<file path="config.mk">
export PLATFORM = sky130hd
export DESIGN_NAME = result_bcd_converter
export DESIGN_NICKNAME = d
export VERILOG_FILES = /design/src/rtl/alu_pkg.sv /design/src/rtl/bcd_digit_adjust.sv /design/src/rtl/result_bcd_converter.sv
export SDC_FILE = /design/constraint.sdc
export NUM_CORES = 1
export LEC_CHECK = 0
export ABC_AREA = 1
export BUFFER_PORTS_ARGS = -buffer_cell sky130_fd_sc_hd__buf_2
export CELL_PAD_IN_SITES_DETAIL_PLACEMENT = 1
export CELL_PAD_IN_SITES_GLOBAL_PLACEMENT = 2
export CORE_MARGIN = 4
export CORE_UTILIZATION = 30
export DETAILED_ROUTE_END_ITERATION = 8
export GPL_TIMING_DRIVEN = 0
export HOLD_SLACK_MARGIN = 0.03
export PLACE_DENSITY_LB_ADDON = 0.1
export SLEW_MARGIN = 15
export SYNTH_ARGS = -nofsm -noshare
export SYNTH_HDL_FRONTEND = slang
export SYNTH_SLANG_ARGS = --single-unit
</file>
<file path="constraint.sdc">
create_clock -name clk -period 1.5 [get_ports clk]
set_input_delay 0.225 -clock clk [delete_from_list [all_inputs] [get_ports clk]]
set_output_delay 0.225 -clock clk [all_outputs]
set_load 0.1 [all_outputs]
</file>
<file path="src/rtl/alu_pkg.sv">
`default_nettype none
// ============================================================================
// Module  : alu_pkg
// Purpose : Shared types and constants for the ALU result BCD converter.
// Rev     : 1.0  initial release
// ============================================================================
package alu_pkg;

    typedef enum logic [1:0] {
        ST_IDLE  = 2'd0,
        ST_SHIFT = 2'd1,
        ST_DONE  = 2'd2
    } state_t;

    localparam logic [3:0] BLANK_CODE = 4'hF;

    // Decimal digits needed for a 2N-bit unsigned value: ceil(2N/3).
    function automatic int calc_digits(input int n);
        return (2 * n + 2) / 3;
    endfunction

endpackage
`default_nettype wire

</file>
<file path="src/rtl/bcd_digit_adjust.sv">
`default_nettype none
// ============================================================================
// Module  : bcd_digit_adjust
// Purpose : Double-dabble digit correction: adds 3 to a BCD digit >= 5.
// Rev     : 1.0  initial release
// ============================================================================
module bcd_digit_adjust (
    input  logic [3:0] i_digit,
    output logic [3:0] o_digit
);

    assign o_digit = (i_digit >= 4'd5) ? (i_digit + 4'd3) : i_digit;

endmodule
`default_nettype wire

</file>
<file path="src/rtl/result_bcd_converter.sv">
`default_nettype none
// ============================================================================
// Module  : result_bcd_converter
// Purpose : Serial double-dabble conversion of a 2N-bit ALU result to BCD.
//           Optional macro LEADING_ZERO_BLANK_EN blanks leading zero digits.
// Rev     : 1.0  initial release
// ============================================================================
module result_bcd_converter
    import alu_pkg::*;
#(
    parameter int N = 4
) (
    input  logic                              clk,
    input  logic                              rst,
    input  logic                              in_valid,
    output logic                              in_ready,
    input  logic [2*N-1:0]                    resultado,
    input  logic [3:0]                        banderas,
    output logic                              out_valid,
    input  logic                              out_ready,
    output logic [4*calc_digits(N)-1:0]       bcd,
    output logic [3:0]                        flags_out,
    output logic                              busy
);

    localparam int W      = 2 * N;
    localparam int DIGITS = calc_digits(N);
    localparam int BW     = 4 * DIGITS;
    localparam int CW     = $clog2(W + 1);

    state_t          state_q,     state_d;
    logic [W-1:0]    sr_q,        sr_d;
    logic [BW-1:0]   acc_q,       acc_d;
    logic [CW-1:0]   cnt_q,       cnt_d;
    logic [BW-1:0]   bcd_q,       bcd_d;
    logic [3:0]      flags_q,     flags_d;
    logic            out_valid_q, out_valid_d;

    logic [BW-1:0]   w_adj;
    logic [BW-1:0]   w_shifted;
    logic [BW-1:0]   w_final;
    logic            w_unused_msb;

    genvar gd;
    generate
        for (gd = 0; gd < DIGITS; gd++) begin : g_adjust
            bcd_digit_adjust u_adjust (
                .i_digit (acc_q[4*gd +: 4]),
                .o_digit (w_adj[4*gd +: 4])
            );
        end
    endgenerate

    // The accumulator is sized for the largest result, so its top bit never
    // carries out of the shift.
    assign w_shifted    = {w_adj[BW-2:0], sr_q[W-1]};
    assign w_unused_msb = w_adj[BW-1];

`ifdef LEADING_ZERO_BLANK_EN
    logic w_seen_nonzero;

    always_comb begin
        w_final        = w_shifted;
        w_seen_nonzero = 1'b0;
        for (int d = DIGITS - 1; d >= 1; d--) begin
            if (!w_seen_nonzero && (w_shifted[4*d +: 4] == 4'd0)) begin
                w_final[4*d +: 4] = BLANK_CODE;
            end else begin
                w_seen_nonzero = 1'b1;
            end
        end
    end
`else
    assign w_final = w_shifted;
`endif

    always_comb begin
        state_d     = state_q;
        sr_d        = sr_q;
        acc_d       = acc_q;
        cnt_d       = cnt_q;
        bcd_d       = bcd_q;
        flags_d     = flags_q;
        out_valid_d = out_valid_q;
        case (state_q)
            ST_IDLE: begin
                if (in_valid) begin
                    sr_d    = resultado;
                    flags_d = banderas;
                    acc_d   = '0;
                    cnt_d   = CW'(W);
                    state_d = ST_SHIFT;
                end
            end
            ST_SHIFT: begin
                acc_d = w_shifted;
                sr_d  = sr_q << 1;
                cnt_d = cnt_q - CW'(1);
                if (cnt_q == CW'(1)) begin
                    bcd_d       = w_final;
                    out_valid_d = 1'b1;
                    state_d     = ST_DONE;
                end
            end
            ST_DONE: begin
                if (out_ready) begin
                    out_valid_d = 1'b0;
                    state_d     = ST_IDLE;
                end
            end
            default: begin
                out_valid_d = 1'b0;
                state_d     = ST_IDLE;
            end
        endcase
    end

    always_ff @(posedge clk) begin
        if (rst) begin
            state_q     <= ST_IDLE;
            sr_q        <= '0;
            acc_q       <= '0;
            cnt_q       <= '0;
            bcd_q       <= '0;
            flags_q     <= '0;
            out_valid_q <= 1'b0;
        end else begin
            state_q     <= state_d;
            sr_q        <= sr_d;
            acc_q       <= acc_d;
            cnt_q       <= cnt_d;
            bcd_q       <= bcd_d;
            flags_q     <= flags_d;
            out_valid_q <= out_valid_d;
        end
    end

    assign in_ready  = (state_q == ST_IDLE)  && !rst;
    assign busy      = (state_q == ST_SHIFT) && !rst;
    assign out_valid = out_valid_q;
    assign bcd       = bcd_q;
    assign flags_out = flags_q;

endmodule
`default_nettype wire

</file>
Word-level counts from Yosys, hierarchy flattened. Cells that the tools add are included.

Register bits: 43. Input bits: 16. Output and inout bits: 19. Logic and storage cells: 47.

Add/sub/neg operators: 4. $lt $le $gt $ge: 3. Eq/ne operators: 6. Mux-type cells: 16. Bitwise gates (word level): 1. Reduce and logical (&&, ||, !) cells: 10.

Operators with widths (number): $pmux 12 s2 (1); $pmux 8 s2 (1); $ge 4x3->1 const B (3); $mux 12 (1); $mux 4 (3); $add 4x2->4 const B (2); $mux 8 (1); $pmux 4 s2 (1); $mux 2 (3); $ne 2x2->1 const B (3); $pmux 2 s3 (1); $reduce_and 2->1 (3); $reduce_and 3->1 (2); $eq 4x1->1 const B (1); $sub 4x1->4 const B (1); $add 3x2->3 const B (1); $mux 3 (1); $pmux 1 s3 (1); $eq 2x1->1 const B (1); $eq 2x2->1 const B (1); $logic_and 1x1->1 (2); $logic_not 2->1 (1); $mux 1 (2); $reduce_bool 2->1 (1); other kinds (2) (2).

Logic depth before layout (Yosys ltp).
Depth in word-level cells: 3. Mapped depth: 9. Mapped depth without buffers: 9.

Modules after synthesis. From an unflattened synthesis, not the netlist that was laid out.

Cell total of the unflattened synthesis: 321. Area, all modules: 2189.6 µm².

By module, submodules not included: result_bcd_converter (instances 1, cells each 252, area an instance 1784.2 µm², seq. area each 860.8 µm²); bcd_digit_adjust (instances 3, cells each 23, area an instance 135.1 µm², seq. area each 0.0 µm²).

Least setup slack after synthesis. OpenSTA, ideal clock, no wires.

Kind: register to output. From: register state_q[1]. To: output in_ready. Arrival time: 1790 ps. Data required time: 1275 ps. Slack: -515 ps. Cell stages (with the launch flop): 4. Path buffers: 0. Cells stage by stage: dfxtp_1 > inv_2 > nand2_1 > nor2_1.

Longest elaborated chain between the ends: 2.

Ends and longest elaborated chain: start, declared (RTL line result_bcd_converter.sv:31) `state_t state_q, state_d;`; start signal, assigned (RTL line result_bcd_converter.sv:128) `state_q <= state_d;`; $logic_not 2->1 (RTL line result_bcd_converter.sv:138) `assign in_ready = (state_q == ST_IDLE) && !rst;`; $logic_and 1x1->1 (RTL line result_bcd_converter.sv:138); end, declared (RTL line result_bcd_converter.sv:16) `output logic in_ready,`.

Every way passes these cells.

Worst setup path after layout.
From: register state_q[1]. To: output busy.

Longest elaborated chain between the ends: 2.

Ends and longest elaborated chain: $eq 2x1->1 (RTL line result_bcd_converter.sv:139) `assign busy = (state_q == ST_SHIFT) && !rst;`; $logic_and 1x1->1 (RTL line result_bcd_converter.sv:139); end, declared (RTL line result_bcd_converter.sv:23) `output logic busy`.

Every way passes these cells.

==> metrics <==
outcome=finished clean; Reg power frac=0.486; clock tree sinks=43; Crit path arrival time=approximately 1.2 ns; Reg clk slew, reported paths=around 0.09 ns; worst IR drop on VDD=372 uV; TritonCTS clock tree=done; mean post-synth cell area=between 7 and 8 sq um; Rel. slew slack=0.675; via count=1,881; insertion delay to the later sink of the worst-skew pair=roughly 0.29 ns; Startpoint Class=flip-flop; total core area=~0.0064 sq mm; Max-Cap Viols=0; Warnings, synthesis=0; Min Hold Slack=about 0.18 ns; Synth cell types=25; antenna violations before repair=0; PD cells=1010 mW/mm^2; data required time at the worst endpoint=about 1.3 ns; DRC=0; most frequent cells in the layout=nand2_1 (84), dfxtp_1 (40), buf_2 (34), inv_1 (32), nor2_1 (26); drt initial violations=38; first-pass GRT wire length=roughly 9.3 mm; worst-margin pin slew=slightly below 0.5 ns; gpl congestion=roughly 0.73; FP Rows=29; Setup CP Type=flip-flop to output pin; # fillers=between 800 and 900; # nets final=roughly 350; Seq/Total Area, Yosys=0.432; Psw=about 800 uW; Pins Over Slew Limit=0; final setup fails=0; Die Span X=between 80 and 90 um; worst hold path type=input port to flip-flop; DRT antenna net count=0; CP Capture Type=output pin; vias in the first global route=1,871; die footprint=between 0.008 and 0.009 sq mm; synth-to-layout area growth=24.7%; fmax=690 MHz; Tot Pwr=between 2000 and 3000 uW; Worst Path Max Fanout=5; Clk pwr share=0.326; most common cell after layout, fill and taps aside=nand2_1; IO Pins=35; first-pass iteration count of the detailed router=4; proportion of layout cells with a drive suffix above 1=0.206; GRT overflow=0; Setup WS post-layout=approximately 0.05 ns; Die Y=a little under 90 um; I/O Buffers=33; DR vias/cell=4.67; Synth Net Count=slightly above 300; flops & latches, synth=43; CTS HTree Levels=2; Post-Route WL=around 5.6 mm; Place WS=-0.0823 ns; DP Wirelength=between 4 and 5 mm; antenna cells=0; Cells after DPL=just under 400; Syn Inst Count=approximately 280; Gate power share=0.188; internal power=between 1500 and 2000 uW; final hold vios=0; switching share of power=0.311; largest net degree at the start of global routing=13; Non-Filler Instances=a little over 400; wire length per cell=about 14 um; final core occ=0.389; CTS Buf Count=5; minimum clock period=1.45 ns; Setup Skew=approximately 0.0065 ns; Mapped Area=around 0.0020 sq mm; Initial Util=0.312; Leakage=between 0.001 and 0.0015 uW; clk buf depth=2; CTS root buf=clkbuf_8; period utilisation layout=0.966; GRT Total Usage=0.154
==> what timing repair did <==
item	CTS	global route
setup buffers	1	3
gates cloned	0	0
hold buffers	0	0
setup endpoints to repair	2	20
gates resized for setup	6	15
hold endpoints to repair	0	0
pin swaps	1	2
==> critical path, cell delays in order (launching register included) <==
cell and delay, ns:
dfxtp_4 0.38, inv_8 0.08, nand2_8 0.07, nor2_4 0.19, buf_12 0.20
==> per-stage QoR <==
step | instance area, sq um | TNS (ns)
global placement | 2270 | -0.0842
floorplan | 2010 | 0
CTS | 2400 | 0
global route | 2480 | -0.0112
detailed placement | 2270 | -0.0823
finish | 2480 | 0
==> final timing paths <==
kind | start | cells after the start | endpoint | slack, ns
worst max-delay path | state_q[1] | 4 | busy | 0.05
worst min-delay path | banderas[3] | 3 | flags_out[3] | 0.18
worst max register to register | state_q[1] | 7 | bcd[1] | 0.11
worst min register to register | sr_q[1] | 2 | sr_q[2] | 0.45
==> cells in the mapped netlist, drive strengths merged <==
master	number	share of area
nand2	86	0.16
dfxtp	43	0.43
inv	37	0.070
nor2	30	0.070
o21ai	26	0.067
a21oi	17	0.043
nand3	16	0.045
ha	8	0.050
buf	6	0.019
nand4	6	0.019
o22ai	2	0.0063
a21boi	1	0.0038
a22oi	1	0.0038
and2	1	0.0031
o21a	1	0.0038
==> metal layers <==
| layer | global-route usage | vias to the layer above | part of all wire |
|---|---|---|---|
| met5 | 0 | - | 0 |
| met4 | 0.0365 | 0 | 0.0098 |
| met3 | 0.0350 | 6 | 0.035 |
| met2 | 0.257 | 23 | 0.47 |
| met1 | 0.201 | 876 | 0.49 |
| li1 | - | 976 | - |
==> kinds of logic after synthesis <==
kind of cell | count (synthesis) | share of synthesized area
buf+inv | 43 | 0.0891
compound gates | 48 | 0.127
simple gates | 139 | 0.301
flops | 43 | 0.432
fa+ha+maj | 8 | 0.0502
==> power by group through the flow <==
stage	Combinational, uW	Clock (uW)	Sequential, uW
final	473	819	1220
after global routing	516	900	1230
after CTS	464	842	1220
after detailed placement	447	0	1250
after global placement	444	0	1250
after floorplan	206	0	1380
==> registers in the layout, indices dropped and copies added, names as in the netlist <==
register   flops
state_q        2
out_valid      1
flags_out      4
acc_q         12
bcd           12
cnt_q          4
sr_q           8
==> area by class of cell <==
class	count	area (sq um)	share of cell area
multi-input combinational	195	988	0.398
sequential	43	870	0.350
timing repair buffer	37	233	0.0937
inverter	37	149	0.0599
clock buffer	8	100	0.0403
tap	77	96.3	0.0388
buffer	6	48.8	0.0196
No activity file was read; power rests on OpenSTA's default activity.
